File: config.mk
export PLATFORM = sky130hd
export DESIGN_NAME = wb_mux_pipe_flat
export DESIGN_NICKNAME = d
export VERILOG_FILES = /design/src/rtl/wb_mux_pipe_if.sv /design/src/rtl/wb_mux_pipe.sv /design/src/flat_wrapper.sv
export SDC_FILE = /design/constraint.sdc
export NUM_CORES = 1
export LEC_CHECK = 0
export CORE_MARGIN = 10
export CORE_UTILIZATION = 46
export CTS_CLUSTER_DIAMETER = 30
export DETAILED_ROUTE_END_ITERATION = 8
export HOLD_SLACK_MARGIN = 0.15
export PLACE_DENSITY = 0.82
export REMOVE_ABC_BUFFERS = 1
export SLEW_MARGIN = 20
export SYNTH_ARGS = -nofsm -noshare
export SYNTH_HDL_FRONTEND = slang
export SYNTH_SLANG_ARGS = --single-unit
File: constraint.sdc
create_clock -name clk -period 4.2 [get_ports clk]
set_clock_uncertainty 0.1 [all_clocks]
set_input_delay 0.84 -clock clk [delete_from_list [all_inputs] [get_ports clk]]
set_output_delay 0.84 -clock clk [all_outputs]
set_load 0.05 [all_outputs]
File: src/rtl/wb_mux_pipe_if.sv
// Bus bundle for the writeback mux stage: EX-side capture inputs,
// memory-source read data and the WB-side outputs.
interface wb_mux_pipe_if #(
    parameter int DWIDTH = 32,
    parameter int NSRC   = 3
);
    logic                   stall;
    logic                   flush;
    logic                   ex_valid;
    logic [1:0]             ex_wb_sel;
    logic [2:0]             ex_funct3;
    logic [DWIDTH-1:0]      ex_addr;
    logic [DWIDTH-1:0]      ex_alu;
    logic [DWIDTH-1:0]      ex_pc4;
    logic [4:0]             ex_rd;
    logic [NSRC*DWIDTH-1:0] mem_rdata;
    logic                   wb_valid;
    logic                   wb_we;
    logic [4:0]             wb_rd;
    logic [DWIDTH-1:0]      wb_data;
    logic                   wb_err;

    modport master (
        output stall, flush, ex_valid, ex_wb_sel, ex_funct3, ex_addr,
               ex_alu, ex_pc4, ex_rd, mem_rdata,
        input  wb_valid, wb_we, wb_rd, wb_data, wb_err
    );

    modport slave (
        input  stall, flush, ex_valid, ex_wb_sel, ex_funct3, ex_addr,
               ex_alu, ex_pc4, ex_rd, mem_rdata,
        output wb_valid, wb_we, wb_rd, wb_data, wb_err
    );
endinterface

File: src/rtl/wb_mux_pipe.sv
// Writeback stage: registers the EX instruction, then selects ALU, PC+4 or an
// aligned/extended load word from one of NSRC synchronous-read memories.
module wb_mux_pipe #(
    parameter int                DWIDTH = 32,
    parameter int                NSRC   = 3,
    parameter logic [NSRC*4-1:0] SRC_ID = {4'h4, 4'h2, 4'h1}
) (
    input logic          clk,
    input logic          rst,
    wb_mux_pipe_if.slave bus
);
    localparam int IW = (NSRC > 1) ? $clog2(NSRC) : 1;

    logic              valid_q, valid_d;
    logic [1:0]        sel_q, sel_d;
    logic [2:0]        funct3_q, funct3_d;
    logic [1:0]        off_q, off_d;
    logic [4:0]        rd_q, rd_d;
    logic [IW-1:0]     idx_q, idx_d;
    logic              mapped_q, mapped_d;
    logic [DWIDTH-1:0] alu_q, alu_d;
    logic [DWIDTH-1:0] pc4_q, pc4_d;
    logic [DWIDTH-1:0] hold_q, hold_d;
    logic              held_q, held_d;

    logic              match_hit;
    logic [IW-1:0]     match_idx;
    logic [DWIDTH-1:0] mem_word;
    logic [DWIDTH-1:0] raw_word;
    logic [7:0]        byte_v;
    logic [15:0]       half_v;
    logic              misaligned;
    logic              bad_load;
    logic [DWIDTH-1:0] load_data;
    logic [DWIDTH-1:0] data_c;
    logic              err_c;
    logic              unused_addr;

    assign unused_addr = ^bus.ex_addr[DWIDTH-5:2];

    // Scan high to low so the lowest matching index wins.
    always_comb begin
        match_hit = 1'b0;
        match_idx = '0;
        for (int i = NSRC - 1; i >= 0; i--) begin
            if (SRC_ID[i*4 +: 4] == bus.ex_addr[DWIDTH-1 -: 4]) begin
                match_hit = 1'b1;
                match_idx = IW'(i);
            end
        end
    end

    always_comb begin
        mem_word = '0;
        for (int i = 0; i < NSRC; i++) begin
            if (idx_q == IW'(i)) mem_word = bus.mem_rdata[i*DWIDTH +: DWIDTH];
        end
    end

    always_comb begin
        valid_d  = valid_q;
        sel_d    = sel_q;
        funct3_d = funct3_q;
        off_d    = off_q;
        rd_d     = rd_q;
        idx_d    = idx_q;
        mapped_d = mapped_q;
        alu_d    = alu_q;
        pc4_d    = pc4_q;
        hold_d   = hold_q;
        held_d   = held_q;
        if (!bus.stall) begin
            valid_d  = bus.ex_valid & ~bus.flush;
            sel_d    = bus.ex_wb_sel;
            funct3_d = bus.ex_funct3;
            off_d    = bus.ex_addr[1:0];
            rd_d     = bus.ex_rd;
            idx_d    = match_idx;
            mapped_d = match_hit;
            alu_d    = bus.ex_alu;
            pc4_d    = bus.ex_pc4;
            held_d   = 1'b0;
        end else if (!held_q) begin
            // Memory data is only guaranteed for one cycle; freeze it on the first stalled edge.
            hold_d = mem_word;
            held_d = 1'b1;
        end
    end

    always_ff @(posedge clk or posedge rst) begin
        if (rst) begin
            valid_q  <= 1'b0;
            sel_q    <= 2'b00;
            funct3_q <= 3'b000;
            off_q    <= 2'b00;
            rd_q     <= 5'd0;
            idx_q    <= '0;
            mapped_q <= 1'b0;
            alu_q    <= '0;
            pc4_q    <= '0;
            hold_q   <= '0;
            held_q   <= 1'b0;
        end else begin
            valid_q  <= valid_d;
            sel_q    <= sel_d;
            funct3_q <= funct3_d;
            off_q    <= off_d;
            rd_q     <= rd_d;
            idx_q    <= idx_d;
            mapped_q <= mapped_d;
            alu_q    <= alu_d;
            pc4_q    <= pc4_d;
            hold_q   <= hold_d;
            held_q   <= held_d;
        end
    end

    always_comb begin
        raw_word = held_q ? hold_q : mem_word;
        byte_v   = raw_word[{off_q, 3'b000} +: 8];
        half_v   = off_q[1] ? raw_word[31:16] : raw_word[15:0];
        case (funct3_q)
            3'b000, 3'b100: misaligned = 1'b0;
            3'b001, 3'b101: misaligned = off_q[0];
            3'b010:         misaligned = (off_q != 2'b00);
            default:        misaligned = 1'b1;
        endcase
        case (funct3_q)
            3'b000:  load_data = {{(DWIDTH-8){byte_v[7]}}, byte_v};
            3'b100:  load_data = {{(DWIDTH-8){1'b0}}, byte_v};
            3'b001:  load_data = {{(DWIDTH-16){half_v[15]}}, half_v};
            3'b101:  load_data = {{(DWIDTH-16){1'b0}}, half_v};
            3'b010:  load_data = raw_word;
            default: load_data = '0;
        endcase
        bad_load = (sel_q == 2'b10) && (!mapped_q || misaligned);
        case (sel_q)
            2'b01:   data_c = alu_q;
            2'b11:   data_c = pc4_q;
            2'b10:   data_c = bad_load ? '0 : load_data;
            default: data_c = '0;
        endcase
        err_c = valid_q & bad_load;
    end

    assign bus.wb_valid = valid_q;
    assign bus.wb_rd    = rd_q;
    assign bus.wb_data  = data_c;
    assign bus.wb_err   = err_c;
    assign bus.wb_we    = valid_q & (sel_q != 2'b00) & ~err_c & (rd_q != 5'd0);
endmodule

File: src/flat_wrapper.sv
// flat-port wrapper written by rule: the top's interface ports become plain ports
module wb_mux_pipe_flat 
#(
    parameter int                DWIDTH = 32,
    parameter int                NSRC   = 3,
    parameter logic [NSRC*4-1:0] SRC_ID = {4'h4, 4'h2, 4'h1}
)
  (clk, rst, bus_stall, bus_flush, bus_ex_valid, bus_ex_wb_sel, bus_ex_funct3, bus_ex_addr, bus_ex_alu, bus_ex_pc4, bus_ex_rd, bus_mem_rdata, bus_wb_valid, bus_wb_we, bus_wb_rd, bus_wb_data, bus_wb_err);
  wb_mux_pipe_if #(.DWIDTH(DWIDTH), .NSRC(NSRC)) bus_i ();
  input logic clk;
  input logic rst;
  input wire logic [$bits(bus_i.stall)-1:0] bus_stall;
  input wire logic [$bits(bus_i.flush)-1:0] bus_flush;
  input wire logic [$bits(bus_i.ex_valid)-1:0] bus_ex_valid;
  input wire logic [$bits(bus_i.ex_wb_sel)-1:0] bus_ex_wb_sel;
  input wire logic [$bits(bus_i.ex_funct3)-1:0] bus_ex_funct3;
  input wire logic [$bits(bus_i.ex_addr)-1:0] bus_ex_addr;
  input wire logic [$bits(bus_i.ex_alu)-1:0] bus_ex_alu;
  input wire logic [$bits(bus_i.ex_pc4)-1:0] bus_ex_pc4;
  input wire logic [$bits(bus_i.ex_rd)-1:0] bus_ex_rd;
  input wire logic [$bits(bus_i.mem_rdata)-1:0] bus_mem_rdata;
  output wire logic [$bits(bus_i.wb_valid)-1:0] bus_wb_valid;
  output wire logic [$bits(bus_i.wb_we)-1:0] bus_wb_we;
  output wire logic [$bits(bus_i.wb_rd)-1:0] bus_wb_rd;
  output wire logic [$bits(bus_i.wb_data)-1:0] bus_wb_data;
  output wire logic [$bits(bus_i.wb_err)-1:0] bus_wb_err;
  assign bus_i.stall = bus_stall;
  assign bus_i.flush = bus_flush;
  assign bus_i.ex_valid = bus_ex_valid;
  assign bus_i.ex_wb_sel = bus_ex_wb_sel;
  assign bus_i.ex_funct3 = bus_ex_funct3;
  assign bus_i.ex_addr = bus_ex_addr;
  assign bus_i.ex_alu = bus_ex_alu;
  assign bus_i.ex_pc4 = bus_ex_pc4;
  assign bus_i.ex_rd = bus_ex_rd;
  assign bus_i.mem_rdata = bus_mem_rdata;
  assign bus_wb_valid = bus_i.wb_valid;
  assign bus_wb_we = bus_i.wb_we;
  assign bus_wb_rd = bus_i.wb_rd;
  assign bus_wb_data = bus_i.wb_data;
  assign bus_wb_err = bus_i.wb_err;
  wb_mux_pipe #(.DWIDTH(DWIDTH), .NSRC(NSRC), .SRC_ID(SRC_ID)) u_core (.clk(clk), .rst(rst), .bus(bus_i));
endmodule
# Word-level counts from Yosys, hierarchy flattened
# Cells that the tools add are included.
# word_totals
elab_cells	57
regBits	113
# classes
n_bitwise	7
shift	1
n_eq_ne	12
n_reduce_logical	10
mux	16
# ops
operator	n
$mux W32	5
$pmux W32 S5	1
$pmux W32 S3	1
$shiftx A32 B6 Y8	1
$mux W16	1
$eq A2 B2 Y1 const B	3
$eq A3 B3 Y1 const B	2
$mux W2	3
$and A1 B1 Y1	5
$reduce_bool A5 Y1	1
$eq A1 B4 Y1 const A	1
$eq A2 B1 Y1 const B	2
$eq A2 B4 Y1 const A	1
$eq A3 B4 Y1 const A	1
$mux W1	4
$reduce_bool A2 Y1	2
$reduce_or A2 Y1	2
$eq A3 B1 Y1 const B	1
$eq A3 B2 Y1 const B	1
$logic_not A3 Y1	1
$pmux W1 S3	1
$logic_not A2 Y1	1
$not A1 Y1	2
$logic_and A1 B1 Y1	1
2 further kinds	2

# Longest topological paths before layout
# depth
word_depth	9
ltp_mapped	8
depth_no_buf	5

# Worst setup path after synthesis
# Ideal clock, no wire load.
# synth_path
path_kind	input -> output
startpoint	input bus_mem_rdata[47]
endpoint	output bus_wb_data[15]
cell_stages	5
required_time_ns	3.260
setup_slack_ns	0.435
arrival_ns	2.825
n_path_buf	0
path_cell_list	nor4bb_1 > a211oi_1 > a211oi_2 > nor2_2 > o21ai_0
# synth_via
elab_chain_len	7
# synth_rtl
element	line	source
start, declared	flat_wrapper.sv:21	input wire logic [$bits(bus_i.mem_rdata)-1:0] bus_mem_rdata;
$mux W32 * (2 in a row)	wb_mux_pipe.sv:56	if (idx_q == IW'(i)) mem_word = bus.mem_rdata[i*DWIDTH +: DWIDTH];
$mux W32 *	wb_mux_pipe.sv:119	raw_word = held_q ? hold_q : mem_word;
$shiftx A32 B6 Y8 or $mux W16 (tied branches)	wb_mux_pipe.sv:120, wb_mux_pipe.sv:121	
$pmux W32 S5 *	wb_mux_pipe.sv:128	case (funct3_q)
$mux W32 *	wb_mux_pipe.sv:140	2'b10: data_c = bad_load ? '0 : load_data;
$pmux W32 S3 *	wb_mux_pipe.sv:137	case (sel_q)
end, declared	flat_wrapper.sv:25	output wire logic [$bits(bus_i.wb_data)-1:0] bus_wb_data;
# Mark *: on every way between the ends. The rest lies on a longest branch, timed or not.

# Worst setup path after layout
# layout_path
startpoint	input bus_mem_rdata[47]
endpoint	output bus_wb_data[22]
# The elaborated chain is that of the path after synthesis.

==> impl_metrics.json <==
{
  "status": "finished, final reports clean",
  "final.min_clock_period_ns": 4.08,
  "hold_slack_ns": 0.377,
  "viasPerCell": 5.89,
  "clk_latency_ns": 0.42,
  "io_pins": 247,
  "cp-start-kind": "primary input",
  "die_w_um": 143,
  "hold_path_depth": 1,
  "tritoncts": "done",
  "yosysWarnings": 0,
  "final_util_pct": 68.3,
  "period_share_pct": 97.1,
  "firstDrtPassIters": 5,
  "p_per_area_mw_per_mm2": 388,
  "hpwl_um": 17800,
  "cts.htree.levels": 4,
  "clockRootBuffer": "clkbuf_16",
  "seqPwrFrac_pct": 33.6,
  "async_flop_share_pct": 100,
  "grt_pass1_vias": 6547,
  "path_max_fanout": 4,
  "path_cells": "clkdlybuf4s50_1 -> nor4bb_1 -> a211oi_1 -> buf_4 -> a2111oi_2 -> nor2_1 -> a31oi_1 -> buf_12",
  "vias": 6337,
  "antenna_found_initial": 1,
  "yosysMostFrequentCell": "dfrtp_1",
  "p_leak_nw": 3.93,
  "power.internal_mw": 2.72,
  "syn_to_final_growth_pct": 44.8,
  "synth_top_area_cell": "dfrtp_1",
  "arrival_ns": 3.14,
  "max_slew_margin_pct": 52.9,
  "setup_viol": 0,
  "grt_overflow": 0,
  "yosysSeqAreaShare_pct": 40.9,
  "grt_usage_pct": 23.1,
  "regToRegSetupSlack_ns": 1.96,
  "synth_common_cells": "dfrtp_1, mux2_2, nand2_1",
  "worstRegToRegCells": 5,
  "end_kind": "output port",
  "drv_cap": 0,
  "yosys-top-cells-area": "dfrtp_1, mux2_2, mux2i_1",
  "regToRegStartpoint": "u_core.idx_q[1]",
  "detail-route-antenna-nets": 0,
  "ys_seq_elements": 113,
  "num_rows": 44,
  "synth_top_area_share_pct": 40.9,
  "wirelength_um": 24000,
  "clk_pin_slew_ns": 0.05,
  "critPathKind": "in -> out",
  "cts_sinks": 113,
  "cts_buffers": 17,
  "vdd_ir_drop_max_mv": 0.374,
  "slowest_stage": "clkdlybuf4s50_1",
  "min_to": "u_core.hold_q[0]",
  "synth_cells": 672,
  "grt_start_max_net_pins": 57,
  "clockBufferDepth": 2,
  "tightest_slew_ns": 0.707,
  "syn_area_mm2": 0.00691,
  "cp.buffers_inverters": 3,
  "p_switching_mw": 1.17,
  "layout-drive-gt1-share_pct": 25.3,
  "portBuffers": 220,
  "max_stage_delay_ns": 0.48,
  "cp_top_family": "buffers and inverters",
  "fin_nets": 1084,
  "synth_cell_type_count": 62,
  "globalplace.congestion": 0.867,
  "holdCritStartpoint": "u_core.hold_q[0]",
  "pwr-share-comb_pct": 28.2,
  "fmax_mhz": 245,
  "wl_per_cell_um": 22.3,
  "hold_buffers": 0,
  "grt_pass1_wl_um": 36500,
  "hold_viol": 0,
  "maxSlewViolCount": 0,
  "avgSynthCellArea_um2": 10.3,
  "drt-initial-drc-count": 437,
  "clockPowerShare_pct": 38.2,
  "worstPathRequired_ns": 3.26,
  "die_area_mm2": 0.0203,
  "fin_setup_tns_ns": 0,
  "synth_edf_count": 0,
  "rr_endpoint": "u_core.hold_q[10]",
  "grt_setup_unrepaired": "no",
  "start_util_pct": 47.2,
  "fp.dieH_um": 143,
  "min_path_type": "reg -> reg",
  "drc": 0,
  "synth_flop_cell": "dfrtp_1",
  "core-area_mm2": 0.0146,
  "switching_share_pct": 30.1
}
## registers in the layout, indices dropped and copies added (netlist names)
signal,count
u_core.pc4_q,32
u_core.held_q,1
u_core.hold_q,32
u_core.mapped_q,1
u_core.sel_q,2
u_core.funct3_q,3
u_core.idx_q,2
u_core.alu_q,32
u_core.off_q,2
u_core.bus.wb_valid,1
u_core.bus.wb_rd,5
## routing by layer
layer	global-route usage, %	vias up	share of wire [%]
li1	-	2928	-
met1	27.7	3102	41
met2	37.7	267	48
met3	7.88	40	8.8
met4	8.25	0	2.4
met5	0	-	0
## kinds of logic (layout without fill, tap and decap cells)
logic type / Yosys count / after routing / share of synthesized area (%)
AO/OA/AOI/OAI: 204 / 204 / 22.3
flip-flops: 113 / 113 / 40.9
AND/OR/NAND/NOR: 159 / 159 / 11.3
multiplexers: 131 / 131 / 21.0
buffers and inverters: 65 / 283 / 4.44
other: 0 / 1 / 0
## power groups by stage
stage	clock network [mW]	logic (mW)	registers [mW]
after global placement	0	1.07	1.31
after CTS	1.51	1.10	1.30
after floorplan	0	0.572	1.33
after global routing	1.55	1.17	1.32
after detailed placement	0	1.09	1.32
final	1.48	1.10	1.31
## cell usage in the layout (no fill, tap or decap), types with 5 or more instances in the layout
cell type / synthesis / final
inv_1: 8 / 7
clkbuf_16: 0 / 17
nand3b_1: 7 / 7
o21a_1: 12 / 12
o221ai_1: 16 / 16
buf_12: 0 / 17
mux2_2: 101 / 101
o21ai_0: 18 / 18
nor2_1: 38 / 37
a32oi_1: 7 / 7
buf_4: 2 / 39
clkdlybuf4s50_1: 0 / 187
o21ai_2: 5 / 5
a21oi_1: 38 / 38
nand2_1: 63 / 63
a21o_1: 14 / 14
a22oi_1: 9 / 9
o211ai_1: 19 / 19
nor2b_1: 19 / 18
a31oi_1: 7 / 7
a21oi_2: 5 / 5
a221oi_1: 8 / 8
o22a_1: 7 / 7
dfrtp_1: 113 / 110
nand2b_1: 11 / 11
mux2i_1: 27 / 27
## repair_timing
| item | in CTS | in global routing |
|---|---|---|
| setup buffers | 0 | 0 |
| gates resized for setup | 0 | 1 |
| endpoints found under the setup margin | 0 | 2 |
## worst max path at each step
stage | from | slack [ns] | to | depth (start not counted)
after global routing | bus_mem_rdata[47] | 0.0004 | bus_wb_data[22] | 8
after global placement | bus_mem_rdata[79] | 0.11 | bus_wb_data[31] | 8
after detailed placement | bus_mem_rdata[71] | 0.08 | bus_wb_data[31] | 7
after floorplan | u_core.idx_q[1] | -0.42 | bus_wb_data[16] | 5
after CTS | bus_mem_rdata[79] | 0.06 | bus_wb_data[31] | 8
final | bus_mem_rdata[47] | 0.12 | bus_wb_data[22] | 8
## through the flow
step	instance area, um2	power [mW]	std cells	worst slack, ns
3_3_place_gp	9380	2.38	1042	0.111
2_1_floorplan	6630	1.91	615	-0.419
3_5_place_dp	9380	2.41	1042	0.0807
4_1_cts	9980	3.90	1074	0.0583
6_report	10000	3.88	1075	0.124
5_1_grt	10000	4.03	1074	0.000437
## area by class of cell
class                   count  area [um2]
diodes                      1        2.50
well taps                 184         230
fillers                  1121        4650
clock buffers              22         474
repair buffers            243        2500
multi-input cells         494        3790
flip-flops and latches    113        2830
inverters                   8        32.5
clock inverters            10         133
No activity file was read; power rests on OpenSTA's default activity.
